===== src/rtl/sdram_request_scheduler.sv =====
// sdram_request_scheduler: arbitrates NREQ requester FIFOs onto one EasySDRAM command port and routes read data back by tag
module sdram_request_scheduler #(
    parameter int NREQ          = 3,
    parameter int MAX_WAIT      = 64,
    parameter int TAG_DEPTH     = 16,
    parameter int REFRESH_GUARD = 50
) (
    input  logic                 clk,
    input  logic                 rst,
    input  logic [NREQ-1:0]      req_valid,
    input  logic [NREQ-1:0]      req_urgent,
    input  logic [NREQ-1:0]      req_write,
    input  logic [NREQ*25-1:0]   req_addr,
    input  logic [NREQ*16-1:0]   req_wdata,
    input  logic [NREQ*2-1:0]    req_mask,
    output logic [NREQ-1:0]      req_ready,
    output logic                 cmd_write,
    input  logic                 cmd_full,
    output logic                 cmd_is_write,
    output logic [24:0]          cmd_address,
    output logic [15:0]          cmd_wdata,
    output logic [1:0]           cmd_mask,
    input  logic [9:0]           refresh_countdown,
    output logic                 keep_open,
    input  logic                 rd_valid,
    input  logic [15:0]          rd_data,
    output logic [NREQ-1:0]      rsp_valid,
    output logic [15:0]          rsp_data,
    output logic                 err_orphan
);
    localparam int IW = $clog2(NREQ);
    localparam int AW = $clog2(MAX_WAIT + 1);
    localparam int TW = $clog2(TAG_DEPTH);

    logic [IW-1:0]   rr_q, rr_d, gnt, idx;
    logic [14:0]     row_q, gnt_row;
    logic            row_valid_q, row_live, found, tag_full, push, pop, gnt_wr;
    logic [AW-1:0]   age_q [NREQ];
    logic [IW-1:0]   tag_mem_q [TAG_DEPTH];
    logic [TW-1:0]   wp_q, rp_q;
    logic [TW:0]     cnt_q, cnt_d;
    logic [NREQ-1:0] elig, urg, stv, hit, cls, rsp_valid_q;
    logic [15:0]     rsp_data_q;
    logic            err_q;

    assign row_live  = refresh_countdown > 10'(REFRESH_GUARD);
    assign keep_open = row_valid_q & row_live;
    assign tag_full  = cnt_q == (TW+1)'(TAG_DEPTH);
    assign rsp_valid = rsp_valid_q;
    assign rsp_data  = rsp_data_q;
    assign err_orphan = err_q;

    // Per-requester eligibility and the four priority classes; the highest non-empty one wins
    always_comb begin
        for (int i = 0; i < NREQ; i++) begin
            elig[i] = rst & req_valid[i] & ~cmd_full & (req_write[i] | ~tag_full);
            urg[i]  = elig[i] & req_urgent[i];
            stv[i]  = elig[i] & (age_q[i] == AW'(MAX_WAIT));
            hit[i]  = elig[i] & keep_open & (req_addr[i*25+10 +: 15] == row_q);
        end
        cls = |urg ? urg : |stv ? stv : |hit ? hit : elig;
    end

    // Round-robin pick within the winning class, then mux the granted requester onto the command port
    always_comb begin
        found        = 1'b0;
        gnt          = '0;
        idx          = '0;
        cmd_is_write = 1'b0;
        cmd_address  = '0;
        cmd_wdata    = '0;
        cmd_mask     = '0;
        gnt_row      = '0;
        gnt_wr       = 1'b0;
        for (int k = 0; k < NREQ; k++) begin
            idx = IW'((int'(rr_q) + k) % NREQ);
            if (!found && cls[idx]) begin
                found = 1'b1;
                gnt   = idx;
            end
        end
        for (int i = 0; i < NREQ; i++) begin
            if (found && gnt == IW'(i)) begin
                gnt_wr       = req_write[i];
                cmd_is_write = req_write[i];
                cmd_address  = req_addr[i*25 +: 25];
                cmd_wdata    = req_wdata[i*16 +: 16];
                cmd_mask     = req_mask[i*2 +: 2];
                gnt_row      = req_addr[i*25+10 +: 15];
            end
        end
        req_ready = found ? NREQ'(1) << gnt : '0;
        cmd_write = found;
        push      = found & ~gnt_wr;
        pop       = rd_valid & (cnt_q != '0);
        rr_d      = (gnt == IW'(NREQ-1)) ? '0 : gnt + 1'b1;
        cnt_d     = cnt_q + (TW+1)'(push) - (TW+1)'(pop);
    end

    // Round-robin pointer and open-row tracking; a refresh approaching always drops the row
    always_ff @(posedge clk or negedge rst) begin
        if (!rst) begin
            rr_q        <= '0;
            row_q       <= '0;
            row_valid_q <= 1'b0;
        end else begin
            if (found) begin
                rr_q  <= rr_d;
                row_q <= gnt_row;
            end
            row_valid_q <= row_live & (row_valid_q | found);
        end
    end

    // Wait-age counters feeding the starvation class
    always_ff @(posedge clk or negedge rst) begin
        if (!rst) begin
            for (int i = 0; i < NREQ; i++) age_q[i] <= '0;
        end else begin
            for (int i = 0; i < NREQ; i++) begin
                if (!req_valid[i] || req_ready[i]) age_q[i] <= '0;
                else if (age_q[i] != AW'(MAX_WAIT)) age_q[i] <= age_q[i] + 1'b1;
            end
        end
    end

    // Tag storage: requester index of each outstanding read, in issue order
    always_ff @(posedge clk) begin
        if (push) tag_mem_q[wp_q] <= gnt;
    end

    // Tag FIFO pointers and the registered read response path
    always_ff @(posedge clk or negedge rst) begin
        if (!rst) begin
            wp_q        <= '0;
            rp_q        <= '0;
            cnt_q       <= '0;
            rsp_valid_q <= '0;
            rsp_data_q  <= '0;
            err_q       <= 1'b0;
        end else begin
            if (push) wp_q <= wp_q + 1'b1;
            if (pop) begin
                rp_q       <= rp_q + 1'b1;
                rsp_data_q <= rd_data;
            end
            cnt_q       <= cnt_d;
            rsp_valid_q <= pop ? NREQ'(1) << tag_mem_q[rp_q] : '0;
            err_q       <= err_q | (rd_valid & (cnt_q == '0));
        end
    end
endmodule


===== config.mk =====
export PLATFORM = sky130hd
export DESIGN_NAME = sdram_request_scheduler
export DESIGN_NICKNAME = d
export VERILOG_FILES = /design/src/rtl/sdram_request_scheduler.sv
export SDC_FILE = /design/constraint.sdc
export NUM_CORES = 1
export LEC_CHECK = 0
export CAP_MARGIN = 15
export CORE_MARGIN = 2
export CORE_UTILIZATION = 42
export CTS_CLUSTER_SIZE = 10
export DETAILED_ROUTE_END_ITERATION = 6
export PLACE_DENSITY = 0.75
export SYNTH_ARGS = -nofsm -noshare
export SYNTH_HDL_FRONTEND = slang
export SYNTH_SLANG_ARGS = --single-unit

===== constraint.sdc =====
create_clock -name clk -period 4.1 [get_ports clk]
set_clock_uncertainty 0.2 [all_clocks]
set_input_delay 0.41 -clock clk [delete_from_list [all_inputs] [get_ports clk]]
set_output_delay 0.41 -clock clk [all_outputs]
set_load 0.05 [all_outputs]

# --- After elaboration in Yosys (flattened, before gate mapping) ---
# Memories as Yosys holds them, arrays and structs flattened.
# Cells that the tools add are included.
classes:
  add_sub_neg: 10
  mul: 0
  div_mod_pow: 3
  magnitude_cmp: 4
  n_eq_ne: 12
  shift: 2
  mux: 41
  bitwise: 34
  n_reduce_logical: 22
op_table:
  columns: ["cell", "n"]
  rows:
  - ["2-to-1 mux 25 bit", 3]
  - ["modulo 32 x 3 -> 32 bit (second input constant)", 2]
  - ["2-to-1 mux 16 bit", 3]
  - ["== test 15 bit", 3]
  - ["2-to-1 mux 15 bit", 3]
  - ["2-to-1 mux 7 bit", 6]
  - ["modulo 3 x 3 -> 32 bit (second input constant)", 1]
  - ["AND 1 bit", 26]
  - ["adder 7 x 1 -> 7 bit (second input constant)", 3]
  - ["== test 7 bit (second input constant)", 3]
  - ["!= test 7 bit (second input constant)", 3]
  - ["2-to-1 mux 3 bit", 5]
  - ["2-to-1 mux 2 bit", 7]
  - ["2-to-1 mux 1 bit", 11]
  - ["greater-than comparator 10 x 6 -> 1 bit (second input constant)", 1]
  - ["< comparator 2 x 3 -> 1 bit (second input constant)", 3]
  - ["OR reduction 3 bit", 3]
  - ["adder 4 x 1 -> 4 bit (second input constant)", 2]
  - ["binary-select mux 1 bit (select 2 bit)", 3]
  - ["nonzero test 2 bit", 3]
  - ["left shift 1 x 2 -> 3 bit (first input constant)", 2]
  - ["adder 5 x 1 -> 5 bit", 1]
  - ["== test 5 bit (second input constant)", 1]
  - ["logical AND 1 bit", 5]
  - ["13 further kinds", 25]
totals:
  ff_bits: 72
  latch_bits: 0
  ram_bits: 32
  romBits: 0
  inputBits: 168
  output_inout_bits: 69
  word_cells: 141
  memories: 1
memory_table:
  columns: ["memory", "words", "word_bits", "rd", "rd_ports_with_merged_regs", "wr", "line", "source"]
  rows:
  - ["tag_mem_q", 16, 2, 1, 0, 1, "39", "logic [IW-1:0] tag_mem_q [TAG_DEPTH];"]

# --- Logic depth before layout (Yosys ltp) ---
depth:
  depth_word: 28
  ltp_mapped: 21
  ltp_nobuf: 20

# --- Worst setup path after synthesis ---
# OpenSTA, ideal clock, no wires.
synth_timing:
  path_kind: "register -> output"
  startpoint: "register cnt_q[3]"
  endpoint: "output port cmd_is_write"
  arrival_ps: 4095
  slack_ps: -605
  path_stages_with_launch: 16
  path_cell_list: "dfrtp_1 inv_1 ha_1 nand4bb_4 o211a_4 a22o_1 nor4_2 nor2_1 o21ai_1 nor2_1 a311o_2 or2_1 inv_2 buf_4 nand3_1 a21boi_0"
synth_via:
  elab_cells_between_ends: 51
  classes_between: "eq/ne (3); mux (18); bitwise (19); reduce/logical (11)"
synth_rtl:
  columns: ["item", "line", "source"]
  rows:
  - ["from (decl)", "41", "logic [TW:0] cnt_q, cnt_d;"]
  - ["from (signal assigned)", "147", "cnt_q <= cnt_d;"]
  - ["== test 5 bit *", "48", "assign tag_full = cnt_q == (TW+1)'(TAG_DEPTH);"]
  - ["NOT 1 bit *", "56", "elig[i] = rst & req_valid[i] & ~cmd_full & (req_write[i] | ~tag_full);"]
  - ["OR 1 bit", "56", null]
  - ["AND 1 bit", "56", null]
  - ["AND 1 bit (2 in series)", "59", "hit[i] = elig[i] & keep_open & (req_addr[i*25+10 +: 15] == row_q);"]
  - ["OR reduction 3 bit", "61", "cls = |urg ? urg : |stv ? stv : |hit ? hit : elig;"]
  - ["2-to-1 mux 3 bit (2 in series)", "61", null]
  - ["2-to-1 mux 3 bit *", "61", null]
  - ["[... 5 more ...]", null, null]
  - ["2-to-1 mux 1 bit", "77", "if (!found && cls[idx]) begin"]
  - ["logical NOT 1 bit", "77", null]
  - ["logical AND 1 bit", "77", null]
  - ["2-to-1 mux 1 bit *", "77", null]
  - ["named net cmd_write", "17", "output logic cmd_write,"]
  - ["logical AND 1 bit", "83", "if (found && gnt == IW'(i)) begin"]
  - ["2-to-1 mux 1 bit (2 in series)", "83", null]
  - ["2-to-1 mux 1 bit *", "83", null]
  - ["to (decl)", "19", "output logic cmd_is_write,"]
# The timed path passes the listed nets; every way through them passes the cells marked *. The select of a mux whose other input is x is not followed.

# --- Worst setup path in the final report ---
layout_timing:
  startpoint: "input port req_addr[46]"
  endpoint: "output port cmd_address[3]"
layout_via:
  elab_chain_len: 20
  elab_cells_between_ends: 31
  classes_between: "eq/ne (3); mux (18); bitwise (1); reduce/logical (9)"
layout_lines:
  columns: ["item", "line", "source"]
  rows:
  - ["from (decl)", "13", "input logic [NREQ*25-1:0] req_addr,"]
  - ["== test 15 bit *", "59", null]
  - ["AND 1 bit *", "59", null]
  - ["OR reduction 3 bit", "61", null]
  - ["2-to-1 mux 3 bit * (3 in series)", "61", null]
  - ["binary-select mux 1 bit (select 2 bit)", "77", null]
  - ["2-to-1 mux 1 bit (implied by the code)", "77", null]
  - ["2-to-1 mux 1 bit", "77", null]
  - ["logical NOT 1 bit", "77", null]
  - ["logical AND 1 bit", "77", null]
  - ["2-to-1 mux 1 bit", "77", null]
  - ["logical NOT 1 bit", "77", null]
  - ["logical AND 1 bit", "77", null]
  - ["2-to-1 mux 2 bit", "77", null]
  - ["logical NOT 2 bit", "83", null]
  - ["logical AND 1 bit", "83", null]
  - ["2-to-1 mux 25 bit (2 in series)", "83", null]
  - ["2-to-1 mux 25 bit *", "83", null]
  - ["to (decl)", "20", "output logic [24:0] cmd_address,"]
# Mark *: on every way between the ends. The rest lies on a longest branch, timed or not. The select of a mux whose other input is x is not followed.

==> results.tsv <==
metric	value	unit
io_pins	237	
setup_ws	-382	ps
status	finished, violations left	
synth_cell_types	71	
die_height	131	µm
seqCellArea	2770	µm²
cts_tree	built	
cts_buffers	9	
start_kind	primary input	
crit_type	primary input to output pin	
routedWlPerCell	18.8	µm
worstPathArrival	3870	ps
cp_data_required_time	3490	ps
whs	33.7	ps
drv_cap	0	
r2r_cells	19	
diodes	0	
vias	6801	
synth_nets	908	
drive_gt1_frac	0.353	
cts.clk_slew.worst_paths	80	ps
synth_compound_area_frac	0.143	
die_w	131	µm
syn_area_per_cell	9.38	µm²
dr.pass1.iters	5	
synth_seq_area_share	0.409	
worst_setup_path_end_kind	output pin	
synth_top_area_frac	0.267	
timing.fmax	0.223	GHz
synth_area	6760	µm²
synth_common_cells	nor2_1 (103), nand2_1 (85), dfrtp_1 (72)	
num-fill-cells	1061	
hpwl	16.2	mm
core-area	15800	µm²
r2r_start	row_q[0]	
root_buffer	clkbuf_16	
synth-adder-area-share	0.0382	
synthCells	720	
cp_max_fo	11	
placed_area	10100	µm²
yosysWarningCount	0	
fin_area	11800	µm²
synth_area_leaders	dfrtp_1 (27%), edfxtp_1 (14%), nor2_1 (5.7%)	
cts_buffer_depth	2	
synth_top_family_by_area	simple AND/OR/NAND/NOR gates	
synthXorXnorAreaFrac	0.0934	
synth-main-ff-cell	dfrtp_1	
nets	1242	
gp_congestion	0.887	
rows	46	
p_leak	5.07	nW
synth-simple-area-share	0.239	
syn_to_final_growth	75.2	%
via_per_inst	5.33	
yosysMostFrequentCell	nor2_1	
drc	0	
antenna_found_initial	0	
initial_core_util	0.427	
rsz0062_at_grt	yes	
timing.setup.tns	-15300	ps
worstReg2RegEnd	cnt_q[4]	
synth-seq-cells	104	
drt-total-wl	24.0	mm
drt_iter0_markers	380	
portBuffers	236	
powerDensity	623	nW/µm²
period_minus_slack	4480	ps
finalHoldViolCount	0	
multi_input_area	4530	µm²
gr-total-overflow	0	
die_area	17100	µm²
setup_viol	56	
tightest_slew	720	ps
hold_class	primary input to async pin	
slew_headroom	0.520	
r2r_slack	-160	ps
grt_usage	0.276	
cts_max_level	3	
pre_cts_slack	-523	ps
grt_pass1_wl	36.4	mm
clk_latency	360	ps
violations	setup timing	
synth_edf_count	32	
synth_area_leader_cell	dfrtp_1	
postRouteAntennaNets	0	
ir_worst_vdd	0.466	mV
cts_sinks	104	
grt_max_degree	55	
synthArstFlopShare	0.692	
first_global_vias	7017	
drv_slew	0	
period_share	1.09	
synthMuxAreaShare	0.0348	
kinds of logic after synthesis:
logic type / after synthesis
compound gates: 125
xor+xnor: 72
fa+ha+maj: 20
buf+inv: 64
flops: 104
mux: 11
simple gates: 324
where the power goes:
group / total (mW) / leakage (nW) / internal (mW) / switching, mW
Combinational: 4.82 / 3.72 / 2.25 / 2.58
Clock: 0.936 / 0.158 / 0.493 / 0.443
Sequential: 1.61 / 1.19 / 1.32 / 0.295
cell usage in the layout (no fill, tap or decap), types with 19 or more instances in the layout:
cell | netlist | routed
nor2_1 | 103 | 73
and2_4 | 0 | 25
dfrtp_1 | 72 | 70
xor2_1 | 44 | 43
xnor2_1 | 28 | 23
inv_1 | 25 | 22
nand2_1 | 85 | 83
clkdlybuf4s50_1 | 0 | 181
buf_6 | 2 | 37
buf_12 | 0 | 27
a21o_1 | 19 | 19
nor2_2 | 0 | 30
buf_4 | 6 | 95
a311oi_2 | 0 | 25
edfxtp_1 | 32 | 32
final cells by class:
class | instances | share of cell area
clock buffers | 9 | 0.0190
clock inverters | 7 | 0.00782
inverters | 28 | 0.0115
multi-input cells | 552 | 0.383
flip-flops and latches | 104 | 0.234
well taps | 216 | 0.0228
repair buffers | 357 | 0.320
repair inverters | 2 | 0.00233
worst max path at each step:
| stage | start | endpoint | slack [ps] |
|---|---|---|---|
| finish | req_addr[46] | cmd_address[3] | -380 |
| CTS | cnt_q[2] | cmd_address[19] | -280 |
| global placement | req_addr[69] | cmd_address[1] | -560 |
| detailed placement | req_addr[69] | cmd_address[1] | -520 |
| floorplan | refresh_countdown[0] | cnt_q[4] | 3 |
| global route | row_q[9] | cmd_address[24] | -470 |
stage by stage:
stage | instances | util | power, mW
detailed placement | 1216 | 0.638 | 5.63
global route | 1275 | 0.748 | 7.74
floorplan | 720 | - | 4.03
CTS | 1260 | 0.715 | 7.10
finish | 1275 | 0.748 | 7.37
global placement | 1216 | 0.638 | 5.56
metal layers:
layer | GRT usage | share of wire | vias to the layer above
li1 | - | - | 3209
met5 | 0 | 0 | -
met2 | 0.476 | 0.50 | 280
met3 | 0.0611 | 0.067 | 34
met1 | 0.347 | 0.41 | 3278
met4 | 0.0826 | 0.022 | 0
sequential cells by signal, summed over array words and instances (netlist names):
register / flops
tag_mem_q: 32
age_q: 21
rsp_data: 16
row_q: 15
cnt_q: 5
rp_q: 4
wp_q: 4
rsp_valid: 3
rr_q: 2
err_orphan: 1
row_valid_q: 1
repair_timing:
item,in CTS,in global routing
buffers inserted,20,12
hold buffers,1,0
endpoints found under the hold margin,18,0
endpoints found under the setup margin,57,59
gates cloned,7,3
gates resized for setup,143,77
pin swaps,43,71
worst max-delay path, stage by stage:
cell and delay (ps):
clkdlybuf4s50_1 470, xor2_1 200, nor4_2 290, buf_4 170, nand3_1 130, buf_4 170, o31a_1 240, nand4_1 160
a31oi_4 110, or4_4 650, buf_12 190, buf_16 150, a311oi_4 290, nor2_2 80, buf_6 160
Power figures use the tool's default switching activity.
